$ cat src/rtl/bcd_avg_formatter.sv
// Block averager for ring-oscillator counts: averages 2^AVG_LOG2 samples, saturates at 9999,
// and converts to 4-digit packed BCD with a one-iteration-per-cycle double-dabble.
module bcd_avg_formatter #(
  parameter int unsigned AVG_LOG2 = 3
) (
  input  logic        fpga_clk1,
  input  logic        reset,
  input  logic        sample_valid,
  input  logic [15:0] sample,
  output logic        busy,
  output logic [15:0] bcd_out,
  output logic        bcd_valid,
  output logic        overflow
);

  localparam int unsigned SAMPLE_W = 16;
  localparam int unsigned ACC_W    = SAMPLE_W + AVG_LOG2;
  localparam int unsigned CNT_W    = AVG_LOG2 + 1;
  localparam int unsigned LAST_IDX = (1 << AVG_LOG2) - 1;
  localparam int unsigned BIN_W    = 14;
  localparam int unsigned BCD_W    = 16;
  localparam int unsigned ITERS    = 14;
  localparam int unsigned ITER_W   = 4;
  localparam int unsigned MAX_DEC  = 9999;

  typedef enum logic [1:0] {
    ACCUM   = 2'd0,
    CONVERT = 2'd1,
    DONE    = 2'd2
  } state_t;

  state_t             state;
  logic [ACC_W-1:0]   acc;
  logic [CNT_W-1:0]   cnt;
  logic [BIN_W-1:0]   bin_sr;
  logic [BCD_W-1:0]   bcd_sr;
  logic [ITER_W-1:0]  iter;
  logic               pend_ovf;

  logic [ACC_W-1:0]    sum_c;
  logic [SAMPLE_W-1:0] avg_c;
  logic                sat_c;
  logic [BIN_W-1:0]    load_c;
  logic [BCD_W-1:0]    adj_c;
  logic                last_c;

  // Average of the completed block, its saturated load value, and the add-3 nibble correction
  always_comb begin
    sum_c  = acc + ACC_W'(sample);
    avg_c  = SAMPLE_W'(sum_c >> AVG_LOG2);
    sat_c  = avg_c > SAMPLE_W'(MAX_DEC);
    load_c = sat_c ? BIN_W'(MAX_DEC) : avg_c[BIN_W-1:0];
    last_c = (cnt == CNT_W'(LAST_IDX));
    adj_c  = bcd_sr;
    for (int n = 0; n < 4; n++) begin
      if (bcd_sr[4*n +: 4] >= 4'd5) adj_c[4*n +: 4] = bcd_sr[4*n +: 4] + 4'd3;
    end
  end

  always_ff @(posedge fpga_clk1) begin
    if (reset) begin
      state     <= ACCUM;
      acc       <= '0;
      cnt       <= '0;
      bin_sr    <= '0;
      bcd_sr    <= '0;
      iter      <= '0;
      pend_ovf  <= 1'b0;
      busy      <= 1'b0;
      bcd_out   <= '0;
      bcd_valid <= 1'b0;
      overflow  <= 1'b0;
    end else begin
      bcd_valid <= 1'b0;
      case (state)
        ACCUM: begin
          if (sample_valid) begin
            if (last_c) begin
              acc      <= '0;
              cnt      <= '0;
              bin_sr   <= load_c;
              bcd_sr   <= '0;
              iter     <= '0;
              pend_ovf <= sat_c;
              busy     <= 1'b1;
              state    <= CONVERT;
            end else begin
              acc <= sum_c;
              cnt <= cnt + CNT_W'(1);
            end
          end
        end
        CONVERT: begin
          // Correct first, then shift the next binary MSB into the BCD register
          bcd_sr <= {adj_c[BCD_W-2:0], bin_sr[BIN_W-1]};
          bin_sr <= {bin_sr[BIN_W-2:0], 1'b0};
          iter   <= iter + ITER_W'(1);
          if (iter == ITER_W'(ITERS - 1)) state <= DONE;
        end
        DONE: begin
          bcd_out   <= bcd_sr;
          overflow  <= pend_ovf;
          bcd_valid <= 1'b1;
          busy      <= 1'b0;
          state     <= ACCUM;
        end
        default: state <= ACCUM;
      endcase
    end
  end

endmodule
$ cat config.mk
export PLATFORM = sky130hd
export DESIGN_NAME = bcd_avg_formatter
export DESIGN_NICKNAME = d
export VERILOG_FILES = /design/src/rtl/bcd_avg_formatter.sv
export SDC_FILE = /design/constraint.sdc
export NUM_CORES = 1
export LEC_CHECK = 0
export CORE_MARGIN = 1
export CORE_UTILIZATION = 55
export DETAILED_ROUTE_END_ITERATION = 10
export PLACE_DENSITY_LB_ADDON = 0.08
export REMOVE_ABC_BUFFERS = 1
export SYNTH_ARGS = -nofsm -noshare
export SYNTH_HDL_FRONTEND = slang
export SYNTH_SLANG_ARGS = --single-unit
$ cat constraint.sdc
create_clock -name fpga_clk1 -period 4 [get_ports fpga_clk1]
set_clock_uncertainty 0.1 [all_clocks]
set_input_delay 0.6 -clock fpga_clk1 [delete_from_list [all_inputs] [get_ports fpga_clk1]]
set_output_delay 0.6 -clock fpga_clk1 [all_outputs]
set_load 0.05 [all_outputs]
==> metrics.cfg <==
[run_status]
status=completed

[timing]
maxSlewHeadroom_pct=14.8
max_freq_mhz=288
fin_crit_ps=3470
drv_slew=0
hold_violations=0
rsz0062_at_grt=false
period_share_pct=86.8
setup_viol=0
worst_pin_slew_ps=1270
layout_setup_ws_ps=530
tns_ps=0

[routing]
vias=3993
drt-wirelength-per-cell_um=15.0
viasPerCell=5.83
drt-total-wl_mm=10.3
ant_nets=0
drc_errors=0
drtPass1Iterations=4
detail_route.iter0.violations=239

[cts]
cts-hold-fix-buffers=0
clock_path_buffers=2
cts_resized=0
h-tree-depth=3
cts.sinks=79
cts_tree=built
post_cts_buffers=0
path_clk_slew_ps=80
root_buffer=clkbuf_8
cts_inserted_buffers=9
worstSkewPairLatency_ps=350

[critical_path]
max_stage_delay_ps=560
path_cells=clkdlybuf4s50_1 > ha_1 > inv_1 > fa_1 > nand2b_1 > a21o_1 > a21oi_2 > nor4b_2 > or4_4 > nand3_2 > a21boi_2 > a211oi_1
worstSetupStartpoint=sample[0]
cp_data_arrival_time_ps=3590
worst_setup_path_end_kind=flop
rrSetupSlack_ps=900
critPathLaunchType=input pin
timing.critical_path.fanout_max=6
r2r_start=acc[0]
cp_top_family=simple AND/OR/NAND/NOR gates
crit_path_top_delay_cell=or4_4
crit_type=in -> reg
rr_worst_depth=11
r2r_end=bin_sr[8]
crit_required_ps=4120
path_buf_inv=2

[pwr]
power_mw=1.94
switching_share_pct=29.9
p_int_mw=1.36
clock_power_share_pct=35.2
p_leak_nw=1.91
p_switching_mw=0.582
ir_drop_mv=0.204
combPwrFrac_pct=22.3
p_per_area_nw_per_um2=387
seqPwrFrac_pct=42.4

[job]
maxCapViolCount=0

[synthesis]
synth_edf_count=0
yosys.cell_count.top_type=dfxtp_1
synth_top_cell_by_area=dfxtp_1
syn-cell-area_um2=4310
ys_top_cells_by_count=79 x dfxtp_1, 71 x a21oi_1, 70 x nand2_1, 51 x nor2_1, 35 x o21ai_0
synth_seq_area_share_pct=36.7
ys.flop_type=dfxtp_1
yosys_warnings=0
synthArstFlopShare_pct=0
avgSynthCellArea_um2=7.86
synth_top_area_share_pct=36.7
synth_cells=549
yosys-top-cells-area=dfxtp_1 37%, a21oi_1 8.2%, ha_1 7.8%
ys_ff_latch=79
synth.distinct_cells=53

[finish]
insertedDiodeCount=0
fill_cells=640
register_area_um2=1580
area_growth_pct=16.5
drive_gt1_share_pct=7.68
multiInputGateArea_um2=2560
nets=628

[place]
gp_congestion=0.951
port_buffers=37
dpl.hpwl_mm=7.12
dp_slack_ps=171

[floorplanning]
core-area_um2=7410
row_count=31
ios=38
dieHeight_um=90.6
start_util_pct=58.2
die_w_um=90.6
dieArea_um2=8200

[worst_hold_path]
min-delay-start=bcd_out[4]
worstHoldPathCells=2
hp-class=reg -> reg
hold_end=bcd_out[4]

[grt]
grt_overflow_total=0
grt_max_degree=45
antenna_found_initial=0
grt_first_pass_wirelength_mm=17.7
grt_pass1_vias=3746
track_usage_pct=26.4

power by group through the flow:
| stage | clock, mW | combinational, mW | sequential (mW) |
|---|---|---|---|
| after floorplan | 0 | 0.281 | 0.838 |
| after global placement | 0 | 0.422 | 0.842 |
| after detailed placement | 0 | 0.425 | 0.842 |
| after CTS | 0.698 | 0.429 | 0.824 |
| after global routing | 0.732 | 0.476 | 0.827 |
| final | 0.685 | 0.434 | 0.824 |
kinds of logic after synthesis:
family | synth area share, %
AOI/OAI and AO/OA | 24.7
buffers and inverters | 4.12
xor gates and xnor gates | 4.06
DFF | 36.7
adders and majority gates | 8.30
and+or+nand+nor | 22.1
final cells by class:
| type | count | share of cell area (%) |
|---|---|---|
| multi-input combinational | 424 | 50.9 |
| tap | 99 | 2.47 |
| clock buffer | 10 | 2.74 |
| sequential | 79 | 31.5 |
| inverter | 15 | 1.12 |
| clock inverter | 6 | 1.79 |
| timing repair buffer | 52 | 9.51 |
registers in the layout (all words and copies together) (netlist names):
signal	count
bcd_valid	1
pend_ovf	1
acc	19
cnt	4
bin_sr	14
busy	1
bcd_out	16
overflow	1
iter	4
state	2
bcd_sr	16
placed cells by master, fill, tap and decap left out, drive strengths merged, types with 9 or more instances in the layout:
master	synthesis	layout
clkdlybuf4s50	0	36
inv	15	17
o21ai	36	36
xor2	10	10
dfxtp	79	79
a21oi	74	74
a21o	9	9
nor3	21	21
nand2	70	70
ha	27	27
nor2	51	51
a22oi	9	9
nand3	24	24
xnor2	10	10
nand2b	10	10
clkbuf	25	10
a211oi	11	11
buf	6	16
worst min-delay path, stage by stage, from the launching register on:
cell	delay (ps)
dfxtp_1	310
nand2_1	50
a21oi_1	50
per-stage QoR:
| step | instance area [um2] | utilization (%) | std cells | hold WS (ps) |
|---|---|---|---|---|
| 2_1_floorplan | 4190 | - | 518 | 323 |
| 3_3_place_gp | 4800 | 64.7 | 669 | 343 |
| 3_5_place_dp | 4800 | 64.7 | 669 | 349 |
| 4_1_cts | 5020 | 67.8 | 685 | 360 |
| 5_1_grt | 5020 | 67.8 | 685 | 381 |
| 6_report | 5020 | 67.8 | 685 | 358 |
metal layers:
layer | routed length [um] | global-route usage [%]
met1 | 4770 | 34.7
met5 | 0 | 0
met4 | 199 | 9.54
met2 | 4880 | 43.3
met3 | 449 | 4.71
how the worst max path moves through the flow:
stage	slack [ps]	cells past startpoint	end
floorplan	940	11	bin_sr[9]
global placement	260	12	bin_sr[8]
detailed placement	170	12	bin_sr[3]
CTS	560	12	bin_sr[3]
global route	390	10	bin_sr[4]
finish	530	12	bin_sr[8]
No activity file was read; power rests on OpenSTA's default activity.
==> patch, RTL diff (same settings) <==
One comparison of `cnt` changes from == to >=.
--- a/src/rtl/bcd_avg_formatter.sv
+++ b/src/rtl/bcd_avg_formatter.sv
@@ -50,7 +50,7 @@
     avg_c  = SAMPLE_W'(sum_c >> AVG_LOG2);
     sat_c  = avg_c > SAMPLE_W'(MAX_DEC);
     load_c = sat_c ? BIN_W'(MAX_DEC) : avg_c[BIN_W-1:0];
-    last_c = (cnt == CNT_W'(LAST_IDX));
+    last_c = (cnt >= CNT_W'(LAST_IDX));
     adj_c  = bcd_sr;
     for (int n = 0; n < 4; n++) begin
       if (bcd_sr[4*n +: 4] >= 4'd5) adj_c[4*n +: 4] = bcd_sr[4*n +: 4] + 4'd3;
Check against the original RTL: no difference found for any inputs over 10 cycles, from zero or initial values and one cycle with reset high; that may be too few to reach the edited logic, so the function may still have changed.
==> patch against the original RTL <==
  * Area after synthesis grew 4.6%
  * Setup slack better by 0.15 ns
  * Via count grew 0.25%
  * Sequential cell count stayed put
  * Global-route usage fell by 1.1 points
  * Synthesized cell count decreased by 1.1%
  * Sequential power is 0.8% higher
  * Routed wire length fell by 2.0%
  * Count of clock-buffer cells in the layout is 1 lower
  * Design area up 1.9%
  * Power shrank 0.55%
==> patch: results (changes against the original RTL) <==
status=completed (unchanged); ANT cells=0 (unchanged); Post-synth top cells=dfxtp_1 (79), a21oi_1 (66), nand2_1 (64), nor2_1 (54), a22oi_1 (31) (was dfxtp_1 (79), a21oi_1 (71), nand2_1 (70), nor2_1 (51), o21ai_0 (35)); Leak Pwr=1.89 nW (was 1.91 nW); via/cell ratio=5.94 (was 5.83); clk_lat worst skew=0.35 ns (about the same); post-synthesis sequential area ratio=35.1% (was 36.7%); Top Registers=acc: 19 flops, bcd_out: 16 flops, bcd_sr: 16 flops (unchanged); worst slack at placement=0.309 ns (was 0.171 ns); clock buffer depth=2 (unchanged); Setup Buffers After CTS=0 (unchanged); capturing point of the worst reg2reg path=bin_sr[1]$_SDFFE_PP0P_ (was bin_sr[8]$_SDFFE_PP0P_); antenna violations before repair=0 (unchanged); Worst R2R Setup Slack=1.04 ns (was 0.90 ns); total CTS buffers=9 (unchanged); number of global-route vias before repair=3,765 (was 3,746); Yosys cell types=67 (was 53); Worst VDD drop=0.218 mV (was 0.204 mV); CP max FO=6 (unchanged); GRT Overall Usage=25.3% (was 26.4%); hold endpoint=bcd_out[15]$_SDFFE_PP0P_ (was bcd_out[4]$_SDFFE_PP0P_); Port Buffer Count=37 (unchanged); Hold-fix buffers, CTS=0 (unchanged); first-pass GRT wire length=17,500 um (was 17,700 um); Area after DPL=4910 um^2 (was 4800 um^2); DR pass1 iterations=5 (was 4); H-tree Lvls=3 (unchanged); worst hold slack=0.357 ns (was 0.358 ns); layout cells sized above 1=9.27% (was 7.68%); Initial DRC Count=245 (was 239); hold_sp=bcd_out[15]$_SDFFE_PP0P_ (was bcd_out[4]$_SDFFE_PP0P_); # resized after CTS=0 (unchanged); hpwl dp=7140 um (was 7120 um); worst r2r src=acc[0]$_SDFFE_PP0P_ (unchanged); total routed wirelength=10,100 um (was 10,300 um); worst-margin pin slew=1.26 ns (was 1.27 ns); CTS root buffer=clkbuf_8 (unchanged); HP Class=reg2reg (unchanged); largest net degree at the start of global routing=49 (was 45); Async SR Flop Fraction=0% (unchanged); Yosys warnings=0 (unchanged); # nets final=614 (was 628); clk slew on worst S/H paths=roughly 0.09 ns; gpl congestion=0.876 (was 0.951); Synth area leaders=dfxtp_1 (35%), ha_1 (7.5%), a21oi_1 (7.3%), nand2_1 (5.3%), a22oi_1 (5.2%) (was dfxtp_1 (37%), a21oi_1 (8.2%), ha_1 (7.8%), nand2_1 (6.1%), nor2_1 (4.4%)); worst reg2reg path depth=10 (was 11); hold depth=2 (unchanged)
patch: power by group:
part | leakage [nW] | total, mW | switching (mW) | internal, mW
registers | 0.640 | 0.831 | 0.0208 | 0.811
logic | 1.15 | 0.459 | 0.273 | 0.186
clock network | 0.104 | 0.642 | 0.339 | 0.303
total | 1.89 | 1.93 | 0.632 | 1.30
patch: worst max path at each step:
stage,startpoint,endpoint,slack [ns]
after floorplan,sample[0],bin_sr[11]$_SDFFE_PP0P_,1.05
after global placement,sample[0],bin_sr[1]$_SDFFE_PP0P_,0.34
after detailed placement,sample[0],bin_sr[1]$_SDFFE_PP0P_,0.31
after CTS,sample[0],bin_sr[11]$_SDFFE_PP0P_,0.68
after global routing,sample[0],bin_sr[1]$_SDFFE_PP0P_,0.48
final,sample[0],bin_sr[1]$_SDFFE_PP0P_,0.68
patch: worst max-delay path, stage by stage:
cell             delay (ns)
clkdlybuf4s50_1        0.46
ha_1                   0.19
inv_1                  0.07
fa_1                   0.37
nand2b_1               0.20
a21oi_2                0.28
o21a_2                 0.24
o21ai_0                0.12
a32o_2                 0.28
a211oi_4               0.45
a311oi_2               0.16
patch: kinds of logic (layout without fill, tap and decap cells):
family / after synthesis / after routing / synth area share, %
AO/OA/AOI/OAI: 185 / 185 / 29.7
AND/OR/NAND/NOR: 184 / 184 / 18.7
flip-flops: 79 / 79 / 35.1
buffers and inverters: 47 / 76 / 4.72
adder cells (fa/ha/maj): 28 / 28 / 7.93
XOR/XNOR: 19 / 19 / 3.69
multiplexers: 1 / 1 / 0.222
patch: cell type report:
class / instances / area [um^2]
clock inverter: 7 / 86.3
multi-input combinational: 417 / 2720
fill: 712 / 2730
inverter: 15 / 56.3
tap: 102 / 128
clock buffer: 9 / 124
sequential: 79 / 1580
timing repair buffer: 45 / 425
patch: through the flow:
stage / instances / util (%) / total power, mW
CTS: 674 / 65.2 / 1.94
finish: 674 / 65.2 / 1.93
global placement: 658 / 62.5 / 1.30
global route: 674 / 65.2 / 2.03
detailed placement: 658 / 62.5 / 1.30
floorplan: 511 / - / 1.17
patch: metal layers:
metal	up-vias	GRT usage (%)	part of all wire [%]
met1	1902	35.7	50
li1	2016	-	-
met3	8	3.45	3.6
met2	77	40.6	46
met4	0	6.51	0.91
met5	-	0	0
